### src/rtl/uart_cmd_pkg.sv
// uart_cmd_ctrl shared types.
// Opcodes, TX FSM states, constants.
package uart_cmd_pkg;

  typedef enum logic [1:0] {
    OP_ECHO,
    OP_WRITE,
    OP_READ,
    OP_CLEAR
  } opcode_e;

  typedef enum logic [1:0] {
    IDLE,
    SEND,
    WAIT_BUSY,
    WAIT_DONE
  } tx_state_e;

  localparam logic [7:0] ACK_CLEAR = 8'hC0;
  localparam int BUSY_TIMEOUT = 2;

endpackage

### src/rtl/uart_cmd_ctrl_fifo.sv
// Response FIFO, first-word-fall-through.
// A push into a full FIFO succeeds only with a pop.
module sync_fifo #(
  parameter int WIDTH = 8,
  parameter int DEPTH = 4
) (
  input  logic             clk,
  input  logic             rst_n,
  input  logic             push,
  input  logic             pop,
  input  logic [WIDTH-1:0] din,
  output logic [WIDTH-1:0] dout,
  output logic             full,
  output logic             empty
);

  localparam int AW = $clog2(DEPTH);
  localparam logic [AW:0] FULL_CNT = (AW+1)'(DEPTH);

  logic [WIDTH-1:0] mem_q [DEPTH];
  logic [AW-1:0]    wr_q;
  logic [AW-1:0]    rd_q;
  logic [AW:0]      cnt_q;
  logic             wr_en;
  logic             rd_en;

  assign full  = (cnt_q == FULL_CNT);
  assign empty = (cnt_q == '0);
  assign dout  = mem_q[rd_q];
  assign wr_en = push && (!full || pop);
  assign rd_en = pop && !empty;

  // Storage array; contents are don't-care until written.
  always_ff @(posedge clk) begin
    if (wr_en) mem_q[wr_q] <= din;
  end

  // Pointers wrap naturally at the power-of-2 depth.
  always_ff @(posedge clk or negedge rst_n) begin
    if (!rst_n) begin
      wr_q  <= '0;
      rd_q  <= '0;
      cnt_q <= '0;
    end else begin
      if (wr_en) wr_q <= wr_q + 1'b1;
      if (rd_en) rd_q <= rd_q + 1'b1;
      unique case ({wr_en, rd_en})
        2'b10:   cnt_q <= cnt_q + 1'b1;
        2'b01:   cnt_q <= cnt_q - 1'b1;
        default: cnt_q <= cnt_q;
      endcase
    end
  end

endmodule

### src/rtl/uart_cmd_ctrl.sv
// Byte command processor between uart_rx and uart_tx.
// Drives an LED bank and queues response bytes.
module uart_cmd_ctrl
  import uart_cmd_pkg::*;
#(
  parameter int         LED_W       = 8,
  parameter int         FIFO_DEPTH  = 4,
  parameter logic [7:0] ECHO_OFFSET = 8'd1
) (
  input  logic             clk,
  input  logic             rst_n,
  input  logic [7:0]       rx_data,
  input  logic             rx_valid,
  input  logic             tx_busy,
  output logic [7:0]       tx_data,
  output logic             tx_send,
  output logic [LED_W-1:0] leds,
  output logic             overflow,
  output logic             cmd_err
);

  localparam int NIB = LED_W / 4;
  localparam logic [2:0] NIB_L = 3'(NIB);
  localparam logic [1:0] TO_M1 = 2'(BUSY_TIMEOUT - 1);

  logic             rx_valid_q;
  logic [LED_W-1:0] leds_q;
  logic [LED_W-1:0] leds_d;
  logic             err_q;
  logic             err_d;
  logic             ovf_q;
  tx_state_e        state_q;
  logic [1:0]       cnt_q;
  logic [7:0]       tx_data_q;
  logic             tx_send_q;

  logic       accept;
  opcode_e    op;
  logic [1:0] widx;
  logic [1:0] ridx;
  logic [3:0] rnib;
  logic       push;
  logic       pop;
  logic [7:0] rsp;
  logic [7:0] fifo_dout;
  logic       fifo_full;
  logic       fifo_empty;

  assign accept = rx_valid && !rx_valid_q;
  assign op     = opcode_e'(rx_data[7:6]);
  assign widx   = rx_data[5:4];
  assign ridx   = rx_data[1:0];
  assign pop    = (state_q == IDLE) && !fifo_empty && !tx_busy;

  assign tx_data  = tx_data_q;
  assign tx_send  = tx_send_q;
  assign leds     = leds_q;
  assign overflow = ovf_q;
  assign cmd_err  = err_q;

  // Decode an accepted byte into an LED update and a response.
  always_comb begin
    leds_d = leds_q;
    err_d  = 1'b0;
    push   = 1'b0;
    rsp    = '0;
    rnib   = '0;
    for (int i = 0; i < NIB; i++) begin
      if (ridx == i[1:0]) rnib = leds_q[i*4 +: 4];
    end
    if (accept) begin
      unique case (op)
        OP_ECHO: begin
          push = 1'b1;
          rsp  = rx_data + ECHO_OFFSET;
        end
        OP_WRITE: begin
          if ({1'b0, widx} < NIB_L) begin
            for (int i = 0; i < NIB; i++) begin
              if (widx == i[1:0]) leds_d[i*4 +: 4] = rx_data[3:0];
            end
            push = 1'b1;
            rsp  = {2'b01, widx, rx_data[3:0]};
          end else begin
            err_d = 1'b1;
          end
        end
        OP_READ: begin
          if ({1'b0, ridx} < NIB_L) begin
            push = 1'b1;
            rsp  = {2'b10, ridx, rnib};
          end else begin
            err_d = 1'b1;
          end
        end
        OP_CLEAR: begin
          leds_d = '0;
          push   = 1'b1;
          rsp    = ACK_CLEAR;
        end
      endcase
    end
  end

  // Edge detect, LED bank, error pulse, sticky overflow.
  always_ff @(posedge clk or negedge rst_n) begin
    if (!rst_n) begin
      rx_valid_q <= 1'b0;
      leds_q     <= '0;
      err_q      <= 1'b0;
      ovf_q      <= 1'b0;
    end else begin
      rx_valid_q <= rx_valid;
      leds_q     <= leds_d;
      err_q      <= err_d;
      if (push && fifo_full && !pop) ovf_q <= 1'b1;
    end
  end

  // TX pacing: one send per uart_tx frame.
  // The send cycle counts toward the busy timeout.
  always_ff @(posedge clk or negedge rst_n) begin
    if (!rst_n) begin
      state_q   <= IDLE;
      cnt_q     <= '0;
      tx_data_q <= '0;
      tx_send_q <= 1'b0;
    end else begin
      unique case (state_q)
        IDLE: begin
          if (pop) begin
            state_q   <= SEND;
            tx_data_q <= fifo_dout;
            tx_send_q <= 1'b1;
          end
        end
        SEND: begin
          tx_send_q <= 1'b0;
          cnt_q     <= 2'd1;
          state_q   <= WAIT_BUSY;
        end
        WAIT_BUSY: begin
          if (tx_busy || cnt_q >= TO_M1) state_q <= WAIT_DONE;
          else cnt_q <= cnt_q + 2'd1;
        end
        WAIT_DONE: begin
          if (!tx_busy) state_q <= IDLE;
        end
      endcase
    end
  end

  sync_fifo #(
    .WIDTH(8),
    .DEPTH(FIFO_DEPTH)
  ) u_fifo (
    .clk  (clk),
    .rst_n(rst_n),
    .push (push),
    .pop  (pop),
    .din  (rsp),
    .dout (fifo_dout),
    .full (fifo_full),
    .empty(fifo_empty)
  );

endmodule

### config.mk
export PLATFORM = sky130hd
export DESIGN_NAME = uart_cmd_ctrl
export DESIGN_NICKNAME = d
export VERILOG_FILES = /design/src/rtl/uart_cmd_pkg.sv /design/src/rtl/uart_cmd_ctrl_fifo.sv /design/src/rtl/uart_cmd_ctrl.sv
export SDC_FILE = /design/constraint.sdc
export NUM_CORES = 1
export LEC_CHECK = 0
export ABC_CLOCK_PERIOD_IN_PS = 7500
export CAP_MARGIN = 20
export CORE_ASPECT_RATIO = 0.7
export CORE_MARGIN = 2
export CORE_UTILIZATION = 45
export DETAILED_ROUTE_END_ITERATION = 8
export PLACE_DENSITY = 0.74
export SKIP_CTS_REPAIR_TIMING = 1
export SLEW_MARGIN = 20
export SYNTH_ARGS = -nofsm -noshare
export SYNTH_HDL_FRONTEND = slang
export SYNTH_HIERARCHICAL = 1
export SYNTH_SLANG_ARGS = --single-unit
### constraint.sdc
create_clock -name clk -period 7.5 [get_ports clk]
set_input_delay 1.875 -clock clk [delete_from_list [all_inputs] [get_ports clk]]
set_output_delay 1.875 -clock clk [all_outputs]
set_load 0.05 [all_outputs]
# Word-level counts from Yosys, hierarchy flattened
# Memory sizes are Yosys's and may differ from the RTL's. A register that Yosys moved wholly into a read port is not among the register bits.
# Cells that the tools add are included.
# totals
regBits,23
mem_bits_ro,0
wordCells,99
latch_bits,0
in_bits,12
n_memories,1
out_inout_bits,19
ramBits,32
# mem_list
memory,words,width,rd,rd_ports_with_merged_regs,write_ports,line_no,text
u_fifo.mem_q,4,8,1,1,1,uart_cmd_ctrl_fifo.sv:20,logic [WIDTH-1:0] mem_q [DEPTH];
# classes
n_addsub,6
div_mod_pow,0
order_cmp,3
bitwise_logic,0
muxes,29
n_eq_ne,18
n_shift,0
multipliers,0
reduce_logical,31
# ops
op,count
$pmux 8 s4,1
$mux 8,3
$mux 4,4
$pmux 8 s2,1
$ne 2x2->1 const B,7
$eq 2x1->1 const B,5
$eq 2x2->1 const B,5
$mux 1,9
$add 8x1->8 const B,1
$logic_not 2->1,4
$mux 2,4
$pmux 2 s4,1
$reduce_and 4->1,2
$reduce_bool 2->1,4
$logic_and 1x1->1,7
$mux 7,1
$add 2x1->2 const B,3
$logic_not 1->1,6
$pmux 3 s2,1
$reduce_and 2->1,3
$lt 2x2->1 const B,2
$pmux 1 s2,2
$pmux 2 s2,1
$add 3x1->3 const B,1
8 further kinds,9

# Depth between registers and ports, before layout
# logic_depth
depth_word,8
depth_mapped,12
depth_no_buf,12

# Hierarchy
# Netlist, hierarchy kept.
# modules_own_cells
mod,instances,cells_each,area_per_inst_um2
sync_fifo,1,80,1587.8
uart_cmd_ctrl,1,152,1560.2

# Least setup slack after synthesis
# OpenSTA, ideal clock, no wires.
# synth_path
kind,in2reg
start,input rx_data[6]
end,register u_fifo.cnt_q[2]
required_time_ps,7375
stages,12
path_buffers,0
path_slack_ps,3761
arrival_time_ps,3614
cell_sequence,inv_1 -> ha_1 -> nor2b_1 -> a221oi_2 -> o21a_4 -> inv_1 -> ha_1 -> inv_1 -> fa_1 -> xor2_1 -> nor2_1 -> xor2_1
# synth_between
elab_chain_len,7
word_cells_on_any_way,12
cone_classes,eq/ne (5); mux (3); reduce/logical (4)
# synth_rtl
item,line_no,text
start: declaration,uart_cmd_ctrl.sv:12,"input logic [7:0] rx_data,"
$eq 2x2->1 / $logic_not 2->1 (equally long branches),uart_cmd_ctrl.sv:72,unique case (op)
$reduce_or 2->1 (no source line),n/a,
$pmux 1 s3 *,uart_cmd_ctrl.sv:72,
$mux 1 *,uart_cmd_ctrl.sv:71,if (accept) begin
named net push,uart_cmd_ctrl.sv:42,logic push;
$logic_and 1x1->1 *,uart_cmd_ctrl_fifo.sv:30,assign wr_en = push && (!full || pop);
$eq 2x1->1 / $eq 2x2->1 (equally long branches),uart_cmd_ctrl_fifo.sv:47,"unique case ({wr_en, rd_en})"
$pmux 3 s2 / $reduce_bool 2->1 (equally long branches),n/a,
end signal: assignment,uart_cmd_ctrl_fifo.sv:48,2'b10: cnt_q <= cnt_q + 1'b1;
end signal: assignment,uart_cmd_ctrl_fifo.sv:49,2'b01: cnt_q <= cnt_q - 1'b1;
end signal: assignment,uart_cmd_ctrl_fifo.sv:50,default: cnt_q <= cnt_q;
end: declaration,uart_cmd_ctrl_fifo.sv:23,logic [AW:0] cnt_q;
# Mark *: on every way through the listed nets, which the timed path passes. The rest lies on a longest branch.
# A chain may end at the register's enable or synchronous reset.

# Worst setup path in the final report
# layout_path
start,input tx_busy
end,register u_fifo.cnt_q[2]
# layout_between
word_cells_on_any_way,9
cone_classes,eq/ne (2); mux (1); reduce/logical (6)
# layout_rtl
item,line_no,text
start: declaration,uart_cmd_ctrl.sv:14,"input logic tx_busy,"
$logic_not 1->1 *,n/a,
$logic_and 1x1->1 *,uart_cmd_ctrl.sv:53,assign pop = (state_q == IDLE) && !fifo_empty && !tx_busy;
$logic_and 1x1->1 *,uart_cmd_ctrl_fifo.sv:31,assign rd_en = pop && !empty;
named net u_fifo.rd_en,uart_cmd_ctrl_fifo.sv:25,logic rd_en;
$eq 2x1->1 / $eq 2x2->1 (equally long branches),uart_cmd_ctrl_fifo.sv:47,
$pmux 3 s2 / $reduce_bool 2->1 (equally long branches),n/a,
# Marks and branches as above.

==> metrics.yaml <==
floorplanning:
  fp.dieW_um: 104
  ios: 31
  num_rows: 25
  dieArea_um2: 7690
  core_um2: 6760
  start_util_pct: 46.6
  die_h_um: 74.0
logic_synthesis:
  synth_nets: 262
  avgSynthCellArea_um2: 13.6
  ys_types: 57
  synth_area_leader_cell: "edfxtp_1"
  synth_xor_area_share_pct: 1.67
  synth_area_leaders: "edfxtp_1 31%, dfrtp_1 25%, ha_1 6.8%"
  synth-simple-area-share_pct: 11.0
  yosysSeqAreaShare_pct: 55.2
  synth_top_family_by_area: "multiplexers"
  synth_edf_count: 32
  synth_mux_area_share_pct: 13.0
  synth-seq-cells: 63
  yosys.area.top_type_share_pct: 30.5
  synth_area_um2: 3150
  synth_warnings: 6
  async_reset_ff_share_pct: 49.2
  synth-main-ff-cell: "edfxtp_1"
  netlist_instances: 232
  synth_adder_area_share_pct: 7.39
  synth_compound_area_share_pct: 8.43
sta:
  period_minus_slack_ns: 4.23
  slew_violations: 0
  hold_viol: 0
  skew_ns: 0.0119
  fin_ws_ns: 3.27
  tightest_slew_ns: 0.944
  whs_ns: 0.473
  fmax_mhz: 237
  slew_headroom_pct: 36.8
  grt_setup_unrepaired: "no"
  tns_ns: 0
  setup_violations: 0
  fin_crit_sh_pct: 56.4
worst_setup_path:
  path_cells: "clkdlybuf4s50_1 > nor3b_2 > o31a_2 > ha_1 > inv_1 > fa_1 > xor2_1 > nor2_1 > xor2_1"
  worstPathMaxFanout: 12
  setup.worst_path.end_class: "flip-flop"
  worstSetupStartpointType: "primary input"
  startpoint: "tx_busy"
  cp.arrival_ns: 4.50
  critical_path_class: "primary input to flip-flop"
  cp_top_family: "simple AND/OR/NAND/NOR gates"
  worst-path-buf-inv: 2
  slowest_delay_ns: 0.79
  worstPathRequired_ns: 7.77
  cp_common_cell: "xor2_1"
  r2r_start: "state_q[0]"
  slowest_stage: "nor3b_2"
layout:
  finalNetCount: 297
  syn2layout_area_growth_pct: 19.0
  final_cells: 366
  layout_common_cells: "32 x edfxtp_1, 31 x dfrtp_1, 30 x clkdlybuf4s50_1, 17 x inv_1, 17 x ha_1"
  layout-drive-gt1-share_pct: 17.6
  n_antenna_cell: 0
  layout_commonest_cell: "edfxtp_1"
routing:
  drtPass1Iterations: 4
  postRouteAntennaNets: 0
  drcViolationCount: 0
  viasPerCell: 5.22
  wl_um: 5630
  vias: 1910
  drt_first_iter_violations: 52
  post_drt_wl_per_cell_um: 15.4
grt:
  gr-total-overflow: 0
  busiest_layer: "met2"
  grt_pass1_vias: 1872
  use_met3_pct: 5.61
  grtUsageTotal_pct: 16.4
  grt_pass1_wl_um: 9410
  grt_max_degree: 32
  use_met2_pct: 24.0
  antenna_found_initial: 0
  met1_usage_pct: 22.6
placed_design:
  io_buffers: 30
  place_congestion: 0.817
  place_inst: 350
  dp_slack_ns: 2.86
  hpwl_um: 3960
power_and_ir_drop:
  powerDensity_nw_per_um2: 350
  peakVddDrop_uv: 120
  total_leakage_power_nw: 1.47
clock_network:
  cts_tree: "built"
  clk_latency_ns: 0.35
  cts_root_buf: "clkbuf_8"
  cts.sinks: 63
  cts_max_path_buffers: 2
  cts_made_buffers: 9
  h-tree-depth: 3
  path_clk_slew_ns: 0.08
status:
  status: "completed"
run:
  maxCapViolations: 0
min_path:
  min_from: "cnt_q[0]"
  hold_class: "flip-flop to flip-flop"
[registers in the layout, indices dropped and copies added, names as in the netlist]
name          cells
leds              8
u_fifo/wr_q       2
tx_data           8
rx_valid_q        1
u_fifo/cnt_q      3
overflow          1
u_fifo/mem_q     32
cnt_q             2
tx_send           1
u_fifo/rd_q       2
state_q           2
cmd_err           1
[where the power goes]
| part | total, mW | switching [mW] | internal (mW) |
|---|---|---|---|
| registers | 0.521 | 0.0751 | 0.446 |
| logic | 0.494 | 0.272 | 0.221 |
| clock network | 0.296 | 0.139 | 0.157 |
[cell type report]
cell class,count,area (um^2)
clock inverters,7,81.3
clock buffers,9,124
well taps,94,118
fillers,587,3010
multi-input cells,144,1310
flip-flops and latches,63,1740
repair buffers,31,308
inverters,18,67.6
[routing by layer]
| layer | routed length (um) | vias to the layer above | share of wire (%) |
|---|---|---|---|
| li1 | - | 932 | - |
| met1 | 2810 | 930 | 50 |
| met2 | 2470 | 39 | 44 |
| met3 | 242 | 9 | 4.3 |
| met4 | 109 | 0 | 1.9 |
| met5 | 0 | - | 0 |
[cell usage after synthesis (all sizes together), types with 5 or more instances]
master / n
nand3b: 5
mux2: 19
buf: 5
dfrtp: 31
ha: 17
nor2: 7
a21oi: 8
mux4: 8
nor2b: 7
nand2: 9
edfxtp: 32
inv: 18
[path summary, 6_finish.rpt]
check | cells after the start | endpoint | slack [ns]
worst max register to register | 10 | u_fifo/cnt_q[2] | 4.57
worst max-delay path | 9 | u_fifo/cnt_q[2] | 3.27
min in group asynchronous | 2 | tx_data[7] | 1.93
max in group asynchronous | 2 | leds[0] | 5.26
worst min register to register | 1 | cnt_q[0] | 0.47
worst min-delay path | 1 | cnt_q[0] | 0.47
[cell families (layout without fill, tap and decap cells)]
family	after synthesis	after routing
AO/OA/AOI/OAI	35	35
adder cells (fa/ha/maj)	18	18
flip-flops	63	63
buffers and inverters	25	65
XOR/XNOR	6	6
multiplexers	28	28
AND/OR/NAND/NOR	57	57
[worst reg2reg max path: stages (launching register included)]
cell     delay (ns)
dfrtp_1        0.41
inv_1          0.09
ha_1           0.20
nor3b_2        0.78
o31a_2         0.33
ha_1           0.18
inv_1          0.06
fa_1           0.37
xor2_1         0.15
nor2_1         0.11
xor2_1         0.16
[per-stage QoR]
stage	total power [mW]	instance area [um^2]	utilization, %
floorplan	0.879	3150	-
global placement	1.02	3540	52.4
detailed placement	1.03	3540	52.4
CTS	1.33	3750	55.4
global route	1.39	3750	55.4
finish	1.31	3750	55.4
No activity file was read; power rests on OpenSTA's default activity.
==> edit (config.mk and constraints unchanged) <==
Reset style: synchronous (`rst_n`), changed in 3 clocked blocks.
--- a/src/rtl/uart_cmd_ctrl_fifo.sv
+++ b/src/rtl/uart_cmd_ctrl_fifo.sv
@@ -36,7 +36,7 @@
   end
 
   // Pointers wrap naturally at the power-of-2 depth.
-  always_ff @(posedge clk or negedge rst_n) begin
+  always_ff @(posedge clk) begin
     if (!rst_n) begin
       wr_q  <= '0;
       rd_q  <= '0;
--- a/src/rtl/uart_cmd_ctrl.sv
+++ b/src/rtl/uart_cmd_ctrl.sv
@@ -103,7 +103,7 @@
   end
 
   // Edge detect, LED bank, error pulse, sticky overflow.
-  always_ff @(posedge clk or negedge rst_n) begin
+  always_ff @(posedge clk) begin
     if (!rst_n) begin
       rx_valid_q <= 1'b0;
       leds_q     <= '0;
@@ -119,7 +119,7 @@
 
   // TX pacing: one send per uart_tx frame.
   // The send cycle counts toward the busy timeout.
-  always_ff @(posedge clk or negedge rst_n) begin
+  always_ff @(posedge clk) begin
     if (!rst_n) begin
       state_q   <= IDLE;
       cnt_q     <= '0;
Check against the original RTL: differs if rst_n is asserted again (counterexample within 4 cycles, from zero or initial values and one cycle with rst_n low); with rst_n held inactive, the same outputs for 10 cycles.
==> edit against the original RTL <==
Critical path type unchanged. Critical endpoint is now u_fifo/cnt_q[2]. Largest cell class unchanged. Synthesized area is 0.72% lower. Worst setup slack worse by 0.32 ns. First-iteration DRC count is 120% higher. Sequential cell count is 2 higher. Register-to-register slack hardly changed. Routed wire length is 7.2% higher. Design area is 0.60% lower.
Power is not compared: it rests on default switching activity, and its combinational part moved more than twofold at a synthesized area within 25%.
==> edit: results (changes against the original RTL) <==
[grt]
grt_pass1_vias=2084  ; was 1872
grt_usage=0.173  ; was 0.164
grt_max_degree=40  ; was 32
grt_use_met1=0.226  ; about the same
grt_pass1_wl_um=10100  ; was 9410 um
grt.met2_usage=0.276  ; was 0.240
use_met3=0.0479  ; was 0.0561

[place]
place_area_um2=3500  ; was 3540 um2
gp_congestion=0.834  ; was 0.817
place_hpwl_um=4290  ; was 3960 um

[cts]
numCtsBuffers=9  ; unchanged
clk_path_buf_depth=2  ; unchanged

[pwr]
peakVddDrop_v=0.000126
p_leak_nw=1.31

[synth]
synthTopCellsByCount=48 x nand2_1, 33 x dfxtp_1, 32 x edfxtp_1  ; was 32 x edfxtp_1, 31 x dfrtp_1, 17 x ha_1, 17 x inv_1
synthFlopType=dfxtp_1  ; was edfxtp_1
yosysSeqAreaShare=0.519  ; was 0.552
async_reset_ff_frac=0  ; was 0.492
synth_area_leaders=edfxtp_1 31%, dfxtp_1 21%, ha_1 6.8%  ; was edfxtp_1 31%, dfrtp_1 25%, ha_1 6.8%
syn_nets=308  ; was 262
synthDistinctLibCells=50  ; was 57
synth_edf_count=32  ; unchanged

[worst_hold_path]
hold_path_end=tx_data[1]  ; was cnt_q[0]
hold_start=tx_data[1]  ; was cnt_q[0]
worstHoldPathCells=2  ; was 1

[finish]
finalNetCount=340  ; was 297
regMostFlops=u_fifo/mem_q  ; unchanged
n_fill_cell=569  ; was 587
drive_gt1_frac=0.114  ; was 0.176
largest_reg_flops=32  ; unchanged

[timing]
setup_violations=0  ; unchanged
worstMarginPinSlew_ns=0.550  ; was 0.944 ns
finalClockSkew_ns=0.0131  ; was 0.0119 ns

[run_status]
run_status=finished, final reports clean  ; unchanged

[setup_path]
reg2reg_from=u_fifo/cnt_q[1]  ; was state_q[0]
timing.rr.end=u_fifo/cnt_q[2]  ; unchanged
worstRegToRegCells=13  ; was 10
cp.arrival_ns=4.81  ; was 4.50 ns
critPathMaxFanout=7  ; was 12
r2r_slack_ns=4.56  ; was 4.57 ns

[drt]
routedWlPerCell_um=14.8  ; was 15.4 um
drt_iter0_drc=112  ; was 52
avgViaCountPerCell=5.29  ; was 5.22

edit: cell types whose count changed after synthesis, moves of 4 or more:
cell and delta:
a21boi_0 +8, and2_1 +7, and2_2 -4, dfrtp_1 -31, dfxtp_1 +33, mux2_1 -9, mux2_2 -9, mux2i_1 +10
nand2_1 +39, nand3_1 +6, nor2b_1 -4, o21ai_0 +8
edit: worst max-delay path by stage:
stage,start,to,slack (ns),cells past startpoint
after floorplan,rx_data[6],u_fifo/cnt_q[2],3.54,12
after global placement,rx_data[6],u_fifo/cnt_q[2],2.75,13
after detailed placement,rx_data[6],u_fifo/cnt_q[2],2.65,13
after CTS,rx_data[6],u_fifo/cnt_q[2],2.97,13
after global routing,rx_data[6],u_fifo/cnt_q[2],2.79,13
final,rx_data[6],u_fifo/cnt_q[2],2.95,13
edit: where the power goes:
group / switching (mW) / internal [mW] / leakage (nW)
combinational: 0.0910 / 0.0588 / 0.639
clock: 0.140 / 0.177 / 0.113
sequential: 0.0135 / 0.392 / 0.561
edit: per-stage QoR:
step           instances  hold slack (ns)  worst slack (ns)
5_1_grt              409            0.483              2.79
6_report             409            0.462              2.95
2_1_floorplan        278            0.456              3.54
4_1_cts              409            0.468              2.97
3_3_place_gp         393            0.451              2.75
3_5_place_dp         393            0.457              2.65
edit: cell type report:
type,instances,area [um2],share of cell area
sequential,65,1620,0.435
clock buffer,10,149,0.0400
clock inverter,6,70.1,0.0188
inverter,19,71.3,0.0192
tap,94,118,0.0316
multi-input combinational,184,1390,0.372
timing repair buffer,31,308,0.0827
edit: cells by family after synthesis:
logic type,count (synthesis),share of synthesized area
XOR/XNOR,5,0.0140
adder cells (fa/ha/maj),18,0.0745
flip-flops,65,0.519
AO/OA/AOI/OAI,49,0.110
AND/OR/NAND/NOR,93,0.152
buffers and inverters,29,0.0376
multiplexers,19,0.0929
edit: critical path, stage by stage:
cell and delay, ns:
clkdlybuf4s50_1 0.53, inv_1 0.11, ha_1 0.32, nor2b_1 0.14, a221oi_2 0.34, a21boi_2 0.37
inv_1 0.09, ha_1 0.23, inv_1 0.07, fa_1 0.17, xor2_1 0.07, or3_1 0.31
a21boi_1 0.18
edit: metal layers:
layer | share of wire | wire length (um)
met1 | 0.48 | 2920
met4 | 0.0073 | 44
met5 | 0 | 0
met2 | 0.45 | 2720
met3 | 0.057 | 342
